--- config.mk ---
export PLATFORM = sky130hd
export DESIGN_NAME = cr16_controller
export DESIGN_NICKNAME = d
export VERILOG_FILES = /design/src/rtl/cr16_ctrl_pkg.sv /design/src/rtl/cr16_cond_eval.sv /design/src/rtl/cr16_controller.sv
export SDC_FILE = /design/constraint.sdc
export NUM_CORES = 1
export LEC_CHECK = 0
export ABC_AREA = 0
export BUFFER_PORTS_ARGS = -buffer_cell sky130_fd_sc_hd__buf_2
export CORE_ASPECT_RATIO = 2
export CORE_MARGIN = 3
export CORE_UTILIZATION = 32
export DETAILED_ROUTE_END_ITERATION = 12
export GPL_TIMING_DRIVEN = 0
export HOLD_SLACK_MARGIN = 0.12
export SYNTH_ARGS = -nofsm -noshare
export SYNTH_HDL_FRONTEND = slang
export SYNTH_HIERARCHICAL = 1
export SYNTH_SLANG_ARGS = --single-unit
--- constraint.sdc ---
create_clock -name clk -period 3.4 [get_ports clk]
set_input_delay 0.17 -clock clk [delete_from_list [all_inputs] [get_ports clk]]
set_output_delay 0.17 -clock clk [all_outputs]
set_load 0.01 [all_outputs]
--- src/rtl/cr16_ctrl_pkg.sv ---
// Shared types and constants for the CR16 multicycle control unit:
// FSM states, instruction classes, opcode/cond encodings and PSR bit positions.
package cr16_ctrl_pkg;

   typedef enum logic [1:0] {
      ST_FETCH  = 2'd0,
      ST_DECODE = 2'd1,
      ST_EXEC   = 2'd2,
      ST_BRANCH = 2'd3
   } state_t;

   typedef enum logic [2:0] {
      CLS_RTYPE,
      CLS_SHIFT,
      CLS_IMM,
      CLS_BCOND,
      CLS_ILLEGAL
   } iclass_t;

   localparam logic [3:0] OP_RTYPE = 4'h0;
   localparam logic [3:0] OP_SHIFT = 4'h8;
   localparam logic [3:0] OP_BCOND = 4'hC;
   localparam logic [3:0] EXT_CMP  = 4'hB;

   localparam logic [3:0] COND_EQ = 4'h0;  // Z=1
   localparam logic [3:0] COND_NE = 4'h1;  // Z=0
   localparam logic [3:0] COND_CS = 4'h2;  // C=1
   localparam logic [3:0] COND_CC = 4'h3;  // C=0
   localparam logic [3:0] COND_LS = 4'h4;  // L=1
   localparam logic [3:0] COND_LC = 4'h5;  // L=0
   localparam logic [3:0] COND_MI = 4'h6;  // N=1
   localparam logic [3:0] COND_PL = 4'h7;  // N=0
   localparam logic [3:0] COND_FS = 4'h8;  // F=1
   localparam logic [3:0] COND_FC = 4'h9;  // F=0
   localparam logic [3:0] COND_UC = 4'hE;  // always

   localparam int unsigned PSR_C = 0;
   localparam int unsigned PSR_L = 2;
   localparam int unsigned PSR_F = 5;
   localparam int unsigned PSR_Z = 6;
   localparam int unsigned PSR_N = 7;

   function automatic iclass_t classify(input logic [3:0] op);
      if (op == OP_RTYPE)      return CLS_RTYPE;
      else if (op == OP_SHIFT) return CLS_SHIFT;
      else if (op == OP_BCOND) return CLS_BCOND;
      else if (op <= 4'hB)     return CLS_IMM;   // 0 and 8 already taken above
      else                     return CLS_ILLEGAL;
   endfunction

endpackage

--- src/rtl/cr16_cond_eval.sv ---
// Branch condition evaluator: decides taken/not-taken from cond and PSR.
// Only exists when CTRL_BRANCH_EN is defined.
`ifdef CTRL_BRANCH_EN
module cr16_cond_eval
   import cr16_ctrl_pkg::*;
(
   input  logic [3:0] cond,
   input  logic [7:0] PSR,
   output logic       taken
);

   logic w_unused_psr;
   assign w_unused_psr = ^{PSR[4:3], PSR[1]};

   always_comb begin
      taken = 1'b0;
      case (cond)
         COND_EQ: taken =  PSR[PSR_Z];
         COND_NE: taken = ~PSR[PSR_Z];
         COND_CS: taken =  PSR[PSR_C];
         COND_CC: taken = ~PSR[PSR_C];
         COND_LS: taken =  PSR[PSR_L];
         COND_LC: taken = ~PSR[PSR_L];
         COND_MI: taken =  PSR[PSR_N];
         COND_PL: taken = ~PSR[PSR_N];
         COND_FS: taken =  PSR[PSR_F];
         COND_FC: taken = ~PSR[PSR_F];
         COND_UC: taken = 1'b1;
         default: taken = 1'b0;
      endcase
   end

endmodule
`endif

--- src/rtl/cr16_controller.sv ---
// CR16 multicycle control unit: fetch / decode / execute FSM, PC and control word.
// Conditional branches are built only when CTRL_BRANCH_EN is defined.
module cr16_controller
   import cr16_ctrl_pkg::*;
#(
   parameter int unsigned WIDTH   = 16,
   parameter int unsigned REGBITS = 4
)(
   input  logic               clk,
   input  logic               reset,
   output logic               imem_req,
   output logic [WIDTH-1:0]   imem_addr,
   input  logic               imem_ready,
   input  logic [15:0]        imem_data,
   input  logic [7:0]         PSR,
   output logic               regWrite,
   output logic               shiftOrALU,
   output logic               alusrca,
   output logic               alusrcb,
   output logic               shiftType,
   output logic [3:0]         aluControl,
   output logic [REGBITS-1:0] regAddress1,
   output logic [REGBITS-1:0] regAddress2,
   output logic [WIDTH-1:0]   immediate,
   output logic [WIDTH-1:0]   shiftDirection,
   output logic               illegal
);

   state_t             r_state, w_state_next;
   logic [WIDTH-1:0]   r_pc, w_pc_next, w_pc_inc;
   logic [15:0]        r_ir;

   logic               r_soa, r_sa, r_sb, r_st, r_cmp;
   logic [3:0]         r_alu;
   logic [REGBITS-1:0] r_ra1, r_ra2;
   logic [WIDTH-1:0]   r_imm, r_sd;

   logic [3:0]         w_opcode, w_rdest, w_ext, w_rsrc;
   iclass_t            w_class;
   logic [WIDTH-1:0]   w_sext8, w_sext4;
   logic               w_illegal;

   assign w_opcode = r_ir[15:12];
   assign w_rdest  = r_ir[11:8];
   assign w_ext    = r_ir[7:4];
   assign w_rsrc   = r_ir[3:0];
   assign w_class  = classify(w_opcode);
   assign w_sext8  = {{(WIDTH-8){r_ir[7]}}, r_ir[7:0]};
   assign w_sext4  = {{(WIDTH-4){r_ir[3]}}, r_ir[3:0]};
   assign w_pc_inc = r_pc + WIDTH'(1);

`ifdef CTRL_BRANCH_EN
   logic w_taken;

   cr16_cond_eval u_cond_eval (
      .cond  (w_rdest),
      .PSR   (PSR),
      .taken (w_taken)
   );
`else
   logic w_unused_psr;
   assign w_unused_psr = ^PSR;
`endif

   always_ff @(posedge clk or negedge reset) begin
      if (!reset) begin
         r_state <= ST_FETCH;
         r_pc    <= '0;
         r_ir    <= '0;
      end else begin
         r_state <= w_state_next;
         r_pc    <= w_pc_next;
         if (r_state == ST_FETCH && imem_ready)
            r_ir <= imem_data;
      end
   end

   always_comb begin
      w_state_next = r_state;
      w_pc_next    = r_pc;
      w_illegal    = 1'b0;
      case (r_state)
         ST_FETCH: begin
            if (imem_ready)
               w_state_next = ST_DECODE;
         end
         ST_DECODE: begin
            case (w_class)
               CLS_RTYPE, CLS_SHIFT, CLS_IMM: w_state_next = ST_EXEC;
`ifdef CTRL_BRANCH_EN
               CLS_BCOND: w_state_next = ST_BRANCH;
`endif
               default: begin
                  w_illegal    = 1'b1;
                  w_pc_next    = w_pc_inc;
                  w_state_next = ST_FETCH;
               end
            endcase
         end
         ST_EXEC: begin
            w_pc_next    = w_pc_inc;
            w_state_next = ST_FETCH;
         end
`ifdef CTRL_BRANCH_EN
         ST_BRANCH: begin
            w_pc_next    = w_taken ? (r_pc + w_sext8) : w_pc_inc;
            w_state_next = ST_FETCH;
         end
`endif
         default: w_state_next = ST_FETCH;
      endcase
   end

   // Each class loads only the fields it owns; everything else keeps its last decoded value.
   always_ff @(posedge clk or negedge reset) begin
      if (!reset) begin
         r_soa <= 1'b0;
         r_sa  <= 1'b0;
         r_sb  <= 1'b0;
         r_st  <= 1'b0;
         r_cmp <= 1'b0;
         r_alu <= '0;
         r_ra1 <= '0;
         r_ra2 <= '0;
         r_imm <= '0;
         r_sd  <= '0;
      end else if (r_state == ST_DECODE) begin
         case (w_class)
            CLS_RTYPE: begin
               r_alu <= w_ext;
               r_ra1 <= REGBITS'(w_rdest);
               r_ra2 <= REGBITS'(w_rsrc);
               r_sa  <= 1'b1;
               r_sb  <= 1'b0;
               r_soa <= 1'b1;
               r_cmp <= (w_ext == EXT_CMP);
            end
            CLS_SHIFT: begin
               r_soa <= 1'b0;
               r_ra1 <= REGBITS'(w_rdest);
               r_sd  <= w_sext4;
               r_st  <= r_ir[4];
               r_cmp <= 1'b0;
            end
            CLS_IMM: begin
               r_alu <= w_opcode;
               r_ra1 <= REGBITS'(w_rdest);
               r_imm <= w_sext8;
               r_sa  <= 1'b1;
               r_sb  <= 1'b1;
               r_soa <= 1'b1;
               r_cmp <= 1'b0;
            end
            default: ;
         endcase
      end
   end

   // regWrite decodes straight from the state register so an async reset kills it at once.
   assign regWrite       = (r_state == ST_EXEC) && !r_cmp;
   assign illegal        = w_illegal;
   assign imem_req       = (r_state == ST_FETCH);
   assign imem_addr      = r_pc;
   assign shiftOrALU     = r_soa;
   assign alusrca        = r_sa;
   assign alusrcb        = r_sb;
   assign shiftType      = r_st;
   assign aluControl     = r_alu;
   assign regAddress1    = r_ra1;
   assign regAddress2    = r_ra2;
   assign immediate      = r_imm;
   assign shiftDirection = r_sd;

endmodule

# Word level (Yosys, flattened, before mapping)
# Cells that the tools add are included.
[classes] mux=15 n_addsub=1 reduce_logical=22 order_cmp=1 n_eq_ne=9
[ops] cell="one-hot mux 16 bit (2 select lines)" n=1
[ops] cell="AND reduction 2 bit" n=9
[ops] cell="adder 16 x 1 -> 16 bit (second input constant)" n=1
[ops] cell="two-way mux 16 bit" n=1
[ops] cell="== test 4 bit (second input constant)" n=3
[ops] cell="two-way mux 3 bit" n=4
[ops] cell="one-hot mux 4 bit (2 select lines)" n=1
[ops] cell="nonzero test 2 bit" n=4
[ops] cell="one-hot mux 1 bit (2 select lines)" n=3
[ops] cell="less-or-equal comparator 4 bit (second input constant)" n=1
[ops] cell="zero test 4 bit" n=1
[ops] cell="two-way mux 2 bit" n=2
[ops] cell="one-hot mux 2 bit (2 select lines)" n=1
[ops] cell="OR reduction 2 bit" n=2
[ops] cell="== test 3 x 1 -> 1 bit (second input constant)" n=1
[ops] cell="== test 3 x 2 -> 1 bit (second input constant)" n=1
[ops] cell="zero test 3 bit" n=1
[ops] cell="OR reduction 3 bit" n=1
[ops] cell="== test 2 x 1 -> 1 bit (second input constant)" n=1
[ops] cell="== test 2 bit (second input constant)" n=1
[ops] cell="logical AND 1 bit" n=2
[ops] cell="zero test 2 bit" n=1
[ops] cell="two-way mux 1 bit" n=2
[ops] cell="!= test 2 x 1 -> 1 bit (second input constant)" n=1
[ops] cell="2 further kinds" n=2
[word_totals] output_inout_bits=67 register_bits=63 wordCells=61 in_bits=27

# Depth between registers and ports, before layout
[depth] word_depth=9 depth_mapped=6 depth_no_buf=4

# Worst setup path after synthesis
# Ideal clock, no wire load.
[synth_timing] path_type="register -> register" start="register r_state[0]" end="register r_ir[10]" setup_slack_ps=1853 n_path_buf=2 arrival_time_ps=1422 stages_incl_launch_ff=6 synth_period_minus_slack_ps=1547 t_required_ps=3275 setup_ps=125 path_cell_list="dfrtp_1 > nor2_1 > and2_1 > buf_2 > buf_4 > mux2_2"
[synth_via] elab_chain_len=2
[synth_rtl] item="from (decl)" line="cr16_controller.sv:29" rtl="state_t r_state, w_state_next;"
[synth_rtl] item="from (signal assigned)" line="cr16_controller.sv:71" rtl="r_state <= w_state_next;"
[synth_rtl] item="zero test 2 bit"
[synth_rtl] item="net imem_req" line="cr16_controller.sv:11" rtl="output logic imem_req,"
[synth_rtl] item="logical AND 1 bit" line="cr16_controller.sv:73" rtl="if (r_state == ST_FETCH && imem_ready)"
[synth_rtl] item="to (signal assigned)" line="cr16_controller.sv:74" rtl="r_ir <= imem_data;"
[synth_rtl] item="to (decl)" line="cr16_controller.sv:31" rtl="logic [15:0] r_ir;"
# The timed path passes the listed nets, and every way through them passes these cells.
# A chain may end at the register's enable or synchronous reset.

# Final worst setup path
[layout_timing] start="register r_state[1]" end="register r_imm[3] (netlist: immediate[3])"
[layout_via] elab_chain_len=2
[layout_rtl] item="== test 2 x 1 -> 1 bit" line="cr16_controller.sv:127" rtl="end else if (r_state == ST_DECODE) begin"
[layout_rtl] item="AND reduction 2 bit (no source line)"
[layout_rtl] item="to (signal assigned)" line="cr16_controller.sv:148" rtl="r_imm <= w_sext8;"
[layout_rtl] item="to (decl)" line="cr16_controller.sv:36" rtl="logic [WIDTH-1:0] r_imm, r_sd;"
# Every way passes these cells.

==> impl_metrics.json <==
{
  "start_util_pct": 33.3,
  "critPathArrivalTime_ns": 1.89,
  "busiest_layer": "met2",
  "reg2reg_slack_ns": 1.72,
  "yosys_register_bits": 63,
  "dp_hpwl_um": 4470,
  "synth_fp_nets": 238,
  "ant_nets": 0,
  "syn_inst": 210,
  "use_met2_pct": 23.0,
  "post-route-period-util_pct": 49.5,
  "worst_r2r_startpoint": "r_state[1]",
  "yosys.area.top_type": "dfrtp_1",
  "max_slew_margin_pct": 45.6,
  "fp.dieW_um": 72.1,
  "worstReg2RegEnd": "immediate[3]",
  "clock_path_buffers": 2,
  "drtIter0Drc": 54,
  "status": "complete, no violations",
  "grt_max_degree": 64,
  "crit_end": "immediate[3]",
  "met3_usage_pct": 2.54,
  "final_hold_viol_count": 0,
  "setup_tns_ns": 0,
  "cts_tree": "yes",
  "path_class": "reg -> reg",
  "cts.reportedPaths.clkPinSlew_ns": 0.05,
  "synth_cell_types": 34,
  "synth-main-ff-cell": "dfrtp_1",
  "required_ns": 3.61,
  "vias": 1952,
  "synthTopCellsByCount": "63 x dfrtp_1, 40 x mux2_2, 22 x buf_4",
  "nets": 351,
  "synth_top_area_share_pct": 56.3,
  "synth-seq-area-share_pct": 56.3,
  "syn_area_um2": 2800,
  "yosys_warnings": 6,
  "grt_usage_pct": 13.7,
  "synth_edf_count": 0,
  "synthArstFlopShare_pct": 100,
  "yosysMostFrequentCell": "dfrtp_1",
  "hp-class": "reg -> reg",
  "slew_violations": 0,
  "via_per_inst": 4.59,
  "startpoint_type": "register",
  "cts_root_buf": "clkbuf_16",
  "coreArea_um2": 8410,
  "gr-total-overflow": 0,
  "grt_antenna_before_repair": 0,
  "htree_levels": 3,
  "clock-sinks": 63,
  "ir_drop_mv": 0.366,
  "cts_made_buffers": 9,
  "grt_pass1_vias": 2069,
  "drc": 0,
  "avgSynthCellArea_um2": 13.3,
  "clkLatencyLatePin_ns": 0.32,
  "holdPathStages": 1,
  "maxCapViolCount": 0,
  "crit_path_start": "r_state[1]",
  "use_met1_pct": 15.7,
  "crit_fanout": 9,
  "r2r_cells": 6,
  "hp-start": "imem_addr[15]",
  "p_per_area_nw_per_um2": 904,
  "post_drt_wl_per_cell_um": 14.4,
  "leakagePower_nw": 1.88,
  "drive_gt1_share_pct": 53.2,
  "firstDrtPassIters": 4,
  "routed_wirelength_um": 6140,
  "fmax_mhz": 594,
  "min_period_ns": 1.68,
  "syn_to_final_growth_pct": 35.9,
  "power_w": 0.00344,
  "n_antenna_cell": 0,
  "port_buffers": 85,
  "setup-violations-final": 0,
  "die_h_um": 138,
  "synth_top_cells_by_area": "dfrtp_1 56%, mux2_2 16%, buf_4 5.9%",
  "grt_pass1_wl_um": 10600,
  "rsz0062_at_grt": "no",
  "tightest_slew_ns": 0.816,
  "dieArea_um2": 9980,
  "gp_congestion": 0.758,
  "post_cts_buffers": 0,
  "pin_count": 94,
  "end_kind": "register",
  "skew_ns": 0.00386,
  "ctsResizeCount": 0,
  "num_rows": 47
}
metrics by stage:
step / hold WS, ns / util [%] / instances / area, um2 / setup slack, ns
floorplan: -0.126 / - / 210 / 2800 / 1.85
global placement: 0.404 / 39.8 / 393 / 3350 / 1.70
detailed placement: 0.330 / 39.8 / 393 / 3350 / 1.70
CTS: 0.466 / 45.2 / 425 / 3800 / 1.68
global route: 0.497 / 45.2 / 425 / 3800 / 1.64
finish: 0.459 / 45.2 / 425 / 3800 / 1.72
critical path: stages, from the launching register on:
cell,delay (ns)
dfrtp_1,0.41
nand2b_1,0.17
buf_6,0.14
nand2b_4,0.13
buf_6,0.15
nor2_8,0.21
mux2_2,0.36
how the worst min path moves through the flow:
stage,end,slack (ns)
after global routing,r_ir[6],0.50
after detailed placement,alusrca,0.33
after global placement,r_ir[4],0.40
final,imem_addr[15],0.46
after floorplan,aluControl[0],-0.13
after CTS,imem_addr[15],0.47
layout make-up:
class,count,area [um2]
fillers,819,4600
flip-flops and latches,63,1580
multi-input cells,117,1000
repair buffers,102,598
clock buffers,12,267
plain buffers,26,204
well taps,98,123
clock inverters,3,17.5
inverters,4,15.0
kinds of logic after synthesis:
group	count (synthesis)	synth area share, %
buffers and inverters	30	7.82
and+or+nand+nor	45	10.6
adders and majority gates	1	0.447
DFF	63	56.3
AOI/OAI and AO/OA	16	4.07
xor gates and xnor gates	15	4.69
muxes	40	16.1
per-layer routing:
layer / share of wire [%] / vias up
met4: 2.9 / 0
li1: - / 940
met5: 0 / -
met2: 55 / 47
met1: 38 / 954
met3: 3.6 / 11
state kept, by name, indices dropped and copies added, names as in the netlist, 2 cells and up:
name            cells
immediate           8
r_ir               16
imem_addr          16
shiftDirection      4
regAddress1         4
r_state             2
regAddress2         4
aluControl          4
placed cells by master, fill, tap and decap left out, types with 3 or more instances in the layout:
cell type / count
nor3_1: 6
mux2_2: 40
inv_1: 4
nand4_1: 4
clkbuf_16: 9
a22o_1: 3
buf_6: 3
buf_4: 23
nand3_1: 5
dlygate4sd3_1: 17
o21ai_0: 6
nand2_1: 6
clkbuf_8: 3
nor2_1: 9
dfrtp_1: 63
xnor2_1: 8
xor2_1: 7
buf_2: 85
report_power, final:
part / total, W / leakage (nW) / internal (W) / switching, W
combinational: 0.00133 / 0.961 / 0.000729 / 0.000598
clock: 0.000850 / 0.140 / 0.000545 / 0.000305
sequential: 0.00126 / 0.775 / 0.00104 / 0.000226
what timing repair did:
action,4_1_cts,5_1_grt
hold endpoints to repair,79,0
hold buffers,17,0
endpoints found under the setup margin,0,0
Note: power is estimated with default switching activity, not from simulation.
